## src/rtl/redirect_unit_if.sv

```systemverilog
// Purpose: EX-to-PC redirect bus. Carries resolved control-flow info from EX
//          and the redirect / RAS status outputs back toward the PC stage.
// Ports (modports):
//   master - drives ex_* resolution fields, observes redirect and RAS status
//   slave  - consumes ex_* fields, drives br_*/ret_*/flush_o and RAS status
interface redirect_unit_if #(
  parameter int unsigned PTR_W = 3
);
  logic               ex_valid;
  logic               ex_stall;
  logic [31:0]        ex_pc;
  logic               ex_is_br;
  logic               ex_br_taken;
  logic               ex_is_jump;
  logic               ex_is_call;
  logic               ex_is_ret;
  logic [31:0]        ex_tgt;
  logic [31:0]        ex_ret_tgt;

  logic               br_ctrl;
  logic [31:0]        br_addr;
  logic               ret_ctrl;
  logic [31:0]        ret_pc;
  logic               flush_o;
  logic               ras_empty;
  logic [PTR_W:0]     ras_cnt;
  logic [15:0]        ras_mismatch_cnt;

  modport master (
    output ex_valid, ex_stall, ex_pc, ex_is_br, ex_br_taken, ex_is_jump,
           ex_is_call, ex_is_ret, ex_tgt, ex_ret_tgt,
    input  br_ctrl, br_addr, ret_ctrl, ret_pc, flush_o, ras_empty, ras_cnt,
           ras_mismatch_cnt
  );

  modport slave (
    input  ex_valid, ex_stall, ex_pc, ex_is_br, ex_br_taken, ex_is_jump,
           ex_is_call, ex_is_ret, ex_tgt, ex_ret_tgt,
    output br_ctrl, br_addr, ret_ctrl, ret_pc, flush_o, ras_empty, ras_cnt,
           ras_mismatch_cnt
  );
endinterface

```

## src/rtl/redirect_unit.sv

```systemverilog
// Purpose: Control-flow resolution between EX and the PC register. Turns
//          resolved branches/jumps into br_ctrl/br_addr pulses, returns into
//          ret_ctrl/ret_pc pulses predicted by a circular return-address
//          stack, and ignores wrong-path EX instructions for SHADOW cycles
//          after every redirect.
// Ports:
//   clk  - core clock, rising edge
//   rst  - asynchronous active-high reset
//   bus  - redirect_unit_if.slave: ex_* inputs, redirect and RAS outputs
module redirect_unit #(
  parameter int unsigned RAS_DEPTH = 8,
  parameter int unsigned PTR_W     = 3,
  parameter int unsigned SHADOW    = 2
) (
  input  logic           clk,
  input  logic           rst,
  redirect_unit_if.slave bus
);

  localparam int unsigned CNT_W = PTR_W + 1;
  localparam int unsigned SH_W  = $clog2(SHADOW + 2);

  logic [31:0]      ras [RAS_DEPTH];
  logic [PTR_W-1:0] ptr, ptr_nxt;
  logic [CNT_W-1:0] cnt, cnt_nxt;
  logic [SH_W-1:0]  shadow, shadow_nxt;
  logic [15:0]      mis, mis_nxt;

  logic             br_nxt, ret_nxt;
  logic [31:0]      br_addr_nxt, ret_pc_nxt;

  logic             ras_we;
  logic [PTR_W-1:0] ras_widx;
  logic [31:0]      ras_wdata;

  logic             accept;
  logic             empty;
  logic [PTR_W-1:0] top_idx;
  logic [31:0]      top;

  // ptr names the next free slot, so the top entry sits one below it
  assign top_idx = ptr - PTR_W'(1);
  assign top     = ras[top_idx];
  assign empty   = (cnt == '0);
  assign accept  = bus.ex_valid & ~bus.ex_stall & (shadow == '0);

  // Next-state and redirect decision; priority is branch, ret, then jump
  always_comb begin
    br_nxt      = 1'b0;
    ret_nxt     = 1'b0;
    br_addr_nxt = bus.br_addr;
    ret_pc_nxt  = bus.ret_pc;
    ptr_nxt     = ptr;
    cnt_nxt     = cnt;
    mis_nxt     = mis;
    shadow_nxt  = (shadow != '0) ? shadow - SH_W'(1) : shadow;
    ras_we      = 1'b0;
    ras_widx    = ptr;
    ras_wdata   = bus.ex_pc + 32'd4;

    if (accept) begin
      if (bus.ex_is_br) begin
        if (bus.ex_br_taken) begin
          br_nxt      = 1'b1;
          br_addr_nxt = bus.ex_tgt;
          shadow_nxt  = SH_W'(SHADOW);
        end
      end else if (bus.ex_is_ret) begin
        ret_nxt    = 1'b1;
        shadow_nxt = SH_W'(SHADOW);
        if (empty) begin
          ret_pc_nxt = bus.ex_ret_tgt;
          // Coroutine swap on an empty stack degenerates to a plain push
          if (bus.ex_is_call) begin
            ras_we  = 1'b1;
            ptr_nxt = ptr + PTR_W'(1);
            cnt_nxt = CNT_W'(1);
          end
        end else begin
          ret_pc_nxt = top;
          if ((top != bus.ex_ret_tgt) && (mis != 16'hFFFF)) begin
            mis_nxt = mis + 16'd1;
          end
          if (bus.ex_is_call) begin
            ras_we   = 1'b1;
            ras_widx = top_idx;
          end else begin
            ptr_nxt = top_idx;
            cnt_nxt = cnt - CNT_W'(1);
          end
        end
      end else if (bus.ex_is_jump) begin
        br_nxt      = 1'b1;
        br_addr_nxt = bus.ex_tgt;
        shadow_nxt  = SH_W'(SHADOW);
        // Full stack overwrites the oldest entry; count saturates
        if (bus.ex_is_call) begin
          ras_we  = 1'b1;
          ptr_nxt = ptr + PTR_W'(1);
          if (cnt != CNT_W'(RAS_DEPTH)) begin
            cnt_nxt = cnt + CNT_W'(1);
          end
        end
      end
    end
  end

  // Control state and registered outputs
  always_ff @(posedge clk or posedge rst) begin
    if (rst) begin
      ptr                  <= '0;
      cnt                  <= '0;
      shadow               <= '0;
      mis                  <= '0;
      bus.br_ctrl          <= 1'b0;
      bus.br_addr          <= '0;
      bus.ret_ctrl         <= 1'b0;
      bus.ret_pc           <= '0;
      bus.flush_o          <= 1'b0;
      bus.ras_empty        <= 1'b1;
      bus.ras_cnt          <= '0;
      bus.ras_mismatch_cnt <= '0;
    end else begin
      ptr                  <= ptr_nxt;
      cnt                  <= cnt_nxt;
      shadow               <= shadow_nxt;
      mis                  <= mis_nxt;
      bus.br_ctrl          <= br_nxt;
      bus.br_addr          <= br_addr_nxt;
      bus.ret_ctrl         <= ret_nxt;
      bus.ret_pc           <= ret_pc_nxt;
      bus.flush_o          <= br_nxt | ret_nxt;
      bus.ras_empty        <= (cnt_nxt == '0);
      bus.ras_cnt          <= cnt_nxt;
      bus.ras_mismatch_cnt <= mis_nxt;
    end
  end

  // Stack storage; contents are meaningless until written, so no reset
  always_ff @(posedge clk) begin
    if (ras_we) begin
      ras[ras_widx] <= ras_wdata;
    end
  end

endmodule

```

## src/flat_wrapper.sv

```systemverilog
// flat-port wrapper written by rule: the top's interface ports become plain ports
module redirect_unit_flat 
#(
  parameter int unsigned RAS_DEPTH = 8,
  parameter int unsigned PTR_W     = 3,
  parameter int unsigned SHADOW    = 2
)
  (clk, rst, bus_ex_valid, bus_ex_stall, bus_ex_pc, bus_ex_is_br, bus_ex_br_taken, bus_ex_is_jump, bus_ex_is_call, bus_ex_is_ret, bus_ex_tgt, bus_ex_ret_tgt, bus_br_ctrl, bus_br_addr, bus_ret_ctrl, bus_ret_pc, bus_flush_o, bus_ras_empty, bus_ras_cnt, bus_ras_mismatch_cnt);
  redirect_unit_if #(.PTR_W(PTR_W)) bus_i ();
  input  logic clk;
  input  logic rst;
  input wire logic [$bits(bus_i.ex_valid)-1:0] bus_ex_valid;
  input wire logic [$bits(bus_i.ex_stall)-1:0] bus_ex_stall;
  input wire logic [$bits(bus_i.ex_pc)-1:0] bus_ex_pc;
  input wire logic [$bits(bus_i.ex_is_br)-1:0] bus_ex_is_br;
  input wire logic [$bits(bus_i.ex_br_taken)-1:0] bus_ex_br_taken;
  input wire logic [$bits(bus_i.ex_is_jump)-1:0] bus_ex_is_jump;
  input wire logic [$bits(bus_i.ex_is_call)-1:0] bus_ex_is_call;
  input wire logic [$bits(bus_i.ex_is_ret)-1:0] bus_ex_is_ret;
  input wire logic [$bits(bus_i.ex_tgt)-1:0] bus_ex_tgt;
  input wire logic [$bits(bus_i.ex_ret_tgt)-1:0] bus_ex_ret_tgt;
  output wire logic [$bits(bus_i.br_ctrl)-1:0] bus_br_ctrl;
  output wire logic [$bits(bus_i.br_addr)-1:0] bus_br_addr;
  output wire logic [$bits(bus_i.ret_ctrl)-1:0] bus_ret_ctrl;
  output wire logic [$bits(bus_i.ret_pc)-1:0] bus_ret_pc;
  output wire logic [$bits(bus_i.flush_o)-1:0] bus_flush_o;
  output wire logic [$bits(bus_i.ras_empty)-1:0] bus_ras_empty;
  output wire logic [$bits(bus_i.ras_cnt)-1:0] bus_ras_cnt;
  output wire logic [$bits(bus_i.ras_mismatch_cnt)-1:0] bus_ras_mismatch_cnt;
  assign bus_i.ex_valid = bus_ex_valid;
  assign bus_i.ex_stall = bus_ex_stall;
  assign bus_i.ex_pc = bus_ex_pc;
  assign bus_i.ex_is_br = bus_ex_is_br;
  assign bus_i.ex_br_taken = bus_ex_br_taken;
  assign bus_i.ex_is_jump = bus_ex_is_jump;
  assign bus_i.ex_is_call = bus_ex_is_call;
  assign bus_i.ex_is_ret = bus_ex_is_ret;
  assign bus_i.ex_tgt = bus_ex_tgt;
  assign bus_i.ex_ret_tgt = bus_ex_ret_tgt;
  assign bus_br_ctrl = bus_i.br_ctrl;
  assign bus_br_addr = bus_i.br_addr;
  assign bus_ret_ctrl = bus_i.ret_ctrl;
  assign bus_ret_pc = bus_i.ret_pc;
  assign bus_flush_o = bus_i.flush_o;
  assign bus_ras_empty = bus_i.ras_empty;
  assign bus_ras_cnt = bus_i.ras_cnt;
  assign bus_ras_mismatch_cnt = bus_i.ras_mismatch_cnt;
  redirect_unit #(.RAS_DEPTH(RAS_DEPTH), .PTR_W(PTR_W), .SHADOW(SHADOW)) u_core (.clk(clk), .rst(rst), .bus(bus_i));
endmodule
```

## config.mk

```make
export PLATFORM = sky130hd
export DESIGN_NAME = redirect_unit_flat
export DESIGN_NICKNAME = d
export VERILOG_FILES = /design/src/rtl/redirect_unit_if.sv /design/src/rtl/redirect_unit.sv /design/src/flat_wrapper.sv
export SDC_FILE = /design/constraint.sdc
export NUM_CORES = 1
export LEC_CHECK = 0
export CELL_PAD_IN_SITES_DETAIL_PLACEMENT = 1
export CELL_PAD_IN_SITES_GLOBAL_PLACEMENT = 2
export CORE_MARGIN = 10
export CORE_UTILIZATION = 43
export DETAILED_ROUTE_END_ITERATION = 12
export GPL_TIMING_DRIVEN = 0
export HOLD_SLACK_MARGIN = 0.1
export PLACE_DENSITY_LB_ADDON = 0.12
export SYNTH_ARGS = -nofsm -noshare
export SYNTH_HDL_FRONTEND = slang
export SYNTH_SLANG_ARGS = --single-unit
```

## constraint.sdc

```tcl
create_clock -name clk -period 12 [get_ports clk]
set_input_delay 1.8 -clock clk [delete_from_list [all_inputs] [get_ports clk]]
set_output_delay 1.8 -clock clk [all_outputs]
set_load 0.01 [all_outputs]
```

# Word-level counts from Yosys, hierarchy flattened

Memory sizes are Yosys's and may differ from the RTL's.
Index checks and enable logic that the tools add are counted.

Add/sub/neg operators: 7
Equal/unequal tests: 6
Mux-type cells: 45
Bitwise gates (word level): 6
Reductions and logical operators: 11

Operator list:

| kind                                                                     | count |
|---|---|
| 32-bit two-way mux                                                       | 5 |
| 4-bit two-way mux                                                        | 9 |
| 32-bit by 3-bit adder with 32-bit output (second input constant)         | 1 |
| 32-bit inequality test                                                   | 1 |
| 3-bit two-way mux                                                        | 10 |
| 16-bit by 1-bit adder with 16-bit output (second input constant)         | 1 |
| 16-bit inequality test (second input constant)                           | 1 |
| 1-bit two-way mux                                                        | 15 |
| 2-bit two-way mux                                                        | 6 |
| 4-bit logical NOT                                                        | 2 |
| 4-bit AND reduction                                                      | 2 |
| 2-bit nonzero test                                                       | 3 |
| 5-bit AND reduction                                                      | 1 |
| 4-bit by 1-bit adder with 4-bit output (second input constant)           | 1 |
| 4-bit inequality test (second input constant)                            | 1 |
| 4-bit by 1-bit subtractor with 4-bit output (second input constant)      | 1 |
| 3-bit by 1-bit adder with 3-bit output (second input constant)           | 1 |
| 3-bit by 2-bit inequality test with 1-bit output (second input constant) | 1 |
| 1-bit inverter                                                           | 3 |
| 3-bit AND reduction                                                      | 1 |
| 3-bit by 1-bit subtractor with 3-bit output (second input constant)      | 1 |
| 1-bit AND                                                                | 2 |
| 2-bit logical NOT                                                        | 1 |
| 2-bit by 1-bit inequality test with 1-bit output (second input constant) | 1 |
| other kinds (4)                                                          | 4 |

Register bits after elaboration: 93
RAM bits: 256
Input bits: 105
Logic and storage cells: 86
Memories: 1

Memory list:

| name       | words | bits a word | read ports | clocked after Yosys merged registers in | write ports | line                | source |
|---|---|---|---|---|---|---|---|
| u_core.ras | 8     | 32          | 1          | 0                                       | 1           | redirect_unit.sv:23 | `logic [31:0] ras [RAS_DEPTH];` |

# Longest topological paths before layout

Word-level depth: 8
Gate-level depth with buffers: 18
Depth with buffers taken out: 10

# Worst setup path after synthesis

Ideal clock, no wire load.

Path kind: in2reg
From: in bus_ex_stall
To: mem u_core.ras[4][0], enable pin
Setup time: 0.461 ns
Data arrival time: 5.507 ns
Setup slack: 6.032 ns
Stages: 6
Path through: or4b_2 > nor2_1 > nand3_1 > nand2_1 > o21ai_0 > nor3_1

Cells in the longest elaborated chain, start to end: 6
Elaborated cells between the ends (all ways): 7

RTL lines:

| what                                    | line                 | source |
|---|---|---|
| from (decl)                             | flat_wrapper.sv:13   | `input wire logic [$bits(bus_i.ex_stall)-1:0] bus_ex_stall;` |
| 1-bit inverter *                        | redirect_unit.sv:45  | `assign accept = bus.ex_valid & ~bus.ex_stall & (shadow == '0);` |
| 1-bit AND * (2 in a row)                | redirect_unit.sv:45  |  |
| 1-bit two-way mux                       | redirect_unit.sv:61  | `if (accept) begin` |
| 1-bit two-way mux                       | redirect_unit.sv:141 | `if (ras_we) begin` |
| 1-bit two-way mux (implied by the code) | redirect_unit.sv:142 | `ras[ras_widx] <= ras_wdata;` |
| to (decl)                               | redirect_unit.sv:23  |  |

Every way passes the cells marked *; elsewhere a longest branch is shown, timed or not.

# Worst setup path in the final report

From: reg u_core.ptr[0]
To: reg u_core.bus.ras_mismatch_cnt[1] (netlist name)

Cells in the longest elaborated chain, start to end: 5

RTL lines:

| what                                        | line                   | source |
|---|---|---|
| from (decl)                                 | redirect_unit.sv:24    | `logic [PTR_W-1:0] ptr, ptr_nxt;` |
| from (signal assigned)                      | redirect_unit.sv:124   | `ptr <= ptr_nxt;` |
| 3-bit by 1-bit subtractor with 3-bit output | redirect_unit.sv:42    | `assign top_idx = ptr - PTR_W'(1);` |
| memory 8 x 32 bit                           | n/a                    |  |
| 32-bit inequality test                      | redirect_unit.sv:81    | `if ((top != bus.ex_ret_tgt) && (mis != 16'hFFFF)) begin` |
| 1-bit logical AND                           | redirect_unit.sv:81    |  |
| 5-bit AND reduction (no source line)        | n/a                    |  |
| to (signal assigned)                        | redirect_unit.sv:135   | `bus.ras_mismatch_cnt <= mis_nxt;` |
| to (decl)                                   | redirect_unit_if.sv:40 | `ras_mismatch_cnt` |

Every way passes these cells.
A chain may end at the register's enable or synchronous reset.

==> summary.md <==
| Metric | Value |
|---|---|
| Vias per cell | `approximately 5.7` |
| Setup TNS | `0 ns` |
| CP arrival | `between 5 and 6 ns` |
| I/O pins | `between 150 and 200` |
| Die height | `approximately 210 um` |
| Critical path peak fanout | `10` |
| Ys Warns | `0` |
| Commonest non-fill, non-tap cell in the layout | `edfxtp_1` |
| P_sw | `1.558 mW` |
| Worst-path clk slew | `~0.060 ns` |
| Max Freq | `0.1835 GHz` |
| Area leader, netlist | `edfxtp_1` |
| Leakage power | `a little over 7 nW` |
| RSZ-0062 raised after global routing | `no` |
| Routed len/inst | `about 28 um` |
| Synthesized flop and latch total | `349` |
| Crit Path Category | `register to register` |
| Vias in the first global route | `~11000` |
| Placer Congestion | `roughly 0.90` |
| Min-Delay Startpoint | `u_core.shadow[0]$_DFF_PP0_` |
| Library cells used by synthesis | `66` |
| Max-Cap Viols | `0` |
| Critical Path Start Type | `register` |
| Initial antenna violation count | `2` |
| Root buffer cell | `clkbuf_16` |
| Syn nets | `1217` |
| Synthesized area | `around 16000 um^2` |
| Max Clock Skew | `between 0.01 and 0.015 ns` |
| Post-CTS sizing | `0` |
| Clk sinks | `around 350` |
| Die X | `~210 um` |
| Slew Limit Fails | `0` |
| Combinational share of power | `0.402` |
| Row count | `70` |
| CTS buffer count | `39` |
| Clock buffer depth | `3` |
| Max H-tree Level | `2` |
| Skew-Pair Late Insertion Delay | `approximately 0.54 ns` |
| Dpl hpwl | `39.47 mm` |
| Async set or reset register ratio after synthesis | `0.2665` |
| Synth Flop Type | `edfxtp_1` |
| Starting DRT DRC Count | `810` |
| Total Die Area | `about 45000 um^2` |
| Crit path required time | `12.42 ns` |
| EDFF count, synth | `approximately 260` |
| Critical Path Start | `u_core.ptr[0]$_DFFE_PP0P_` |
| Worst R2R Start | `u_core.ptr[0]$_DFFE_PP0P_` |
| Via count | `around 11000` |
| Fin. Hold Viols | `0` |
| Syn Area/Cell | `around 14 um^2` |
| Slew @ Worst Pin | `~1.3 ns` |
| Yosys top cell area share | `0.4851` |
| Tot GR Track Use | `0.2255` |
| VDD IR max | `~0.00013 V` |
| Setup violations, final | `0` |
| DR DRC count | `0` |
| P_int | `about 2.8 mW` |
| Most frequent cells in the layout | `256 x edfxtp_1, 192 x clkdlybuf4s50_1, 115 x nand2_1, 92 x dfrtp_1, 72 x o21ai_0` |
| Post-CTS Setup Bufs | `0` |
| Buffers added on ports | `between 150 and 200` |
| Syn Inst Count | `~1100` |
| Outcome | `finished, final reports clean` |
| Layout cells sized above 1 | `0.1560` |
| Critical path capture point type | `register` |
| WL final | `around 50 mm` |
| Clk pwr share | `0.264` |
| NumNets Final | `1470` |
| Max-slew headroom | `0.1434` |
| Reg power frac | `0.334` |
| Synth area leaders | `edfxtp_1 49%, dfrtp_1 15%, mux4_2 7.7%` |
| Sw frac | `0.3535` |
| Routed Antenna Nets | `0` |
| Tcrit/Tclk final | `0.4542` |
| Grt total ovfl | `0` |
| Global-route wire length before repair | `75.00 mm` |
| Core ar. | `about 37000 um^2` |
| # hold bufs at CTS | `0` |
| First-pass iteration count of the detailed router | `5` |
| Post-route minimum period | `approximately 5.5 ns` |
| Largest net degree at the start of global routing | `just under 70` |
| HP Class | `register to register` |
| CTS tree | `built` |
| Power Density | `220.9 nW/um^2` |
| Initial core utilization | `0.4339` |
| Post-synthesis sequential area ratio | `0.6320` |
| Synthesis-to-layout area growth | `25.90%` |
| Final WS setup | `6.549 ns` |
| Worst slack, placed | `between 6 and 7 ns` |
-- stage by stage --
step                      std cells  utilization  power (mW)  instance area, um^2  hold WS (ns)
after floorplan                1105            -       2.517                15850        0.4176
after global placement         1765       0.5026       3.236                18360        0.4331
after detailed placement       1785       0.5122       3.264                18710        0.4460
after CTS                      1853       0.5462       4.438                19950        0.4583
after global routing           1853       0.5462       4.626                19950        0.4854
final                          1854       0.5463       4.407                19950        0.4573
-- path summary, 6_finish.rpt --
kind,to,slack [ns],cells after the start
max,u_core.bus.ras_mismatch_cnt[1]$_DFFE_PP0P_,6.55,15
min,u_core.shadow[0]$_DFF_PP0_,0.46,1
max reg2reg,u_core.bus.ras_mismatch_cnt[1]$_DFFE_PP0P_,6.55,15
min reg2reg,u_core.shadow[0]$_DFF_PP0_,0.46,1
max in group asynchronous,u_core.bus.ras_empty$_DFF_PP1_,9.70,3
min in group asynchronous,u_core.bus.br_addr[7]$_DFFE_PP0P_,1.60,2
-- logic make-up (layout without fill, tap and decap cells) --
kind of cell / after synthesis / count (layout) / share of synthesized area
other cells: 0 / 1 / 0
fa+ha+maj: 7 / 7 / 0.005526
simple gates: 264 / 264 / 0.07871
xor+xnor: 81 / 81 / 0.04595
flops: 349 / 349 / 0.6320
buf+inv: 82 / 362 / 0.02692
mux: 148 / 148 / 0.1391
compound gates: 174 / 174 / 0.07177
-- sequential cells by signal, summed over array words and instances (netlist names) --
register / count
u_core.bus.ras_mismatch_cnt: 16
u_core.ptr: 3
u_core.bus.flush_o: 1
u_core.bus.ret_pc: 32
u_core.bus.ras_cnt: 4
u_core.shadow: 2
u_core.bus.br_ctrl: 1
u_core.bus.ras_empty: 1
u_core.bus.br_addr: 32
u_core.ras: 256
u_core.bus.ret_ctrl: 1
-- area by class of cell --
cell class,count,area (um^2)
clock buffers,49,1055
repair buffers,212,2221
flip-flops and latches,349,10020
well taps,468,585.6
plain buffers,59,340.3
clock inverters,19,188.9
multi-input cells,674,5455
inverters,23,88.84
fillers,3571,16570
diodes,1,2.502
-- critical path, cell delays in order, from the launching register on --
cell and delay, ns:
dfrtp_1 0.38, buf_6 0.25, buf_6 0.23, inv_1 0.12, buf_4 0.21, ha_1 0.38, buf_4 0.26, buf_2 0.38
buf_2 0.42, buf_2 0.38, mux4_2 0.41, xor2_1 0.16, o31ai_1 0.59, nand4_2 0.41, o21ai_1 0.34, mux2_2 0.36
-- power groups by stage --
stage	Clock [mW]	Sequential, mW	Combinational (mW)
floorplan	0	1.53	0.986
global placement	0	1.49	1.74
detailed placement	0	1.50	1.77
CTS	1.19	1.47	1.77
global route	1.25	1.48	1.90
finish	1.16	1.47	1.77
-- Yosys cell counts, drive strengths merged, types with 6 or more instances --
library cell,count
mux2i,56
a31oi,7
edfxtp,256
buf,33
xor2,24
nor3,16
and2,6
mux2,38
o21ai,73
nand3,39
xnor2,57
nor2,36
inv,22
dfrtp,92
o2111ai,14
o211ai,14
and3,17
ha,7
nand4,8
nand2,115
a21oi,17
nor4,6
clkbuf,26
o22ai,14
mux4,54
-- layer usage --
layer / up-vias / routed length (um) / share of wire / global-route usage
li1: 4740 / - / - / -
met1: 5360 / 21320 / 0.42 / 0.2906
met2: 438 / 24210 / 0.47 / 0.3716
met3: 92 / 4032 / 0.079 / 0.04830
met4: 2 / 1568 / 0.031 / 0.07513
met5: - / 13 / 0.00025 / 0
No activity file was read; power rests on OpenSTA's default activity.
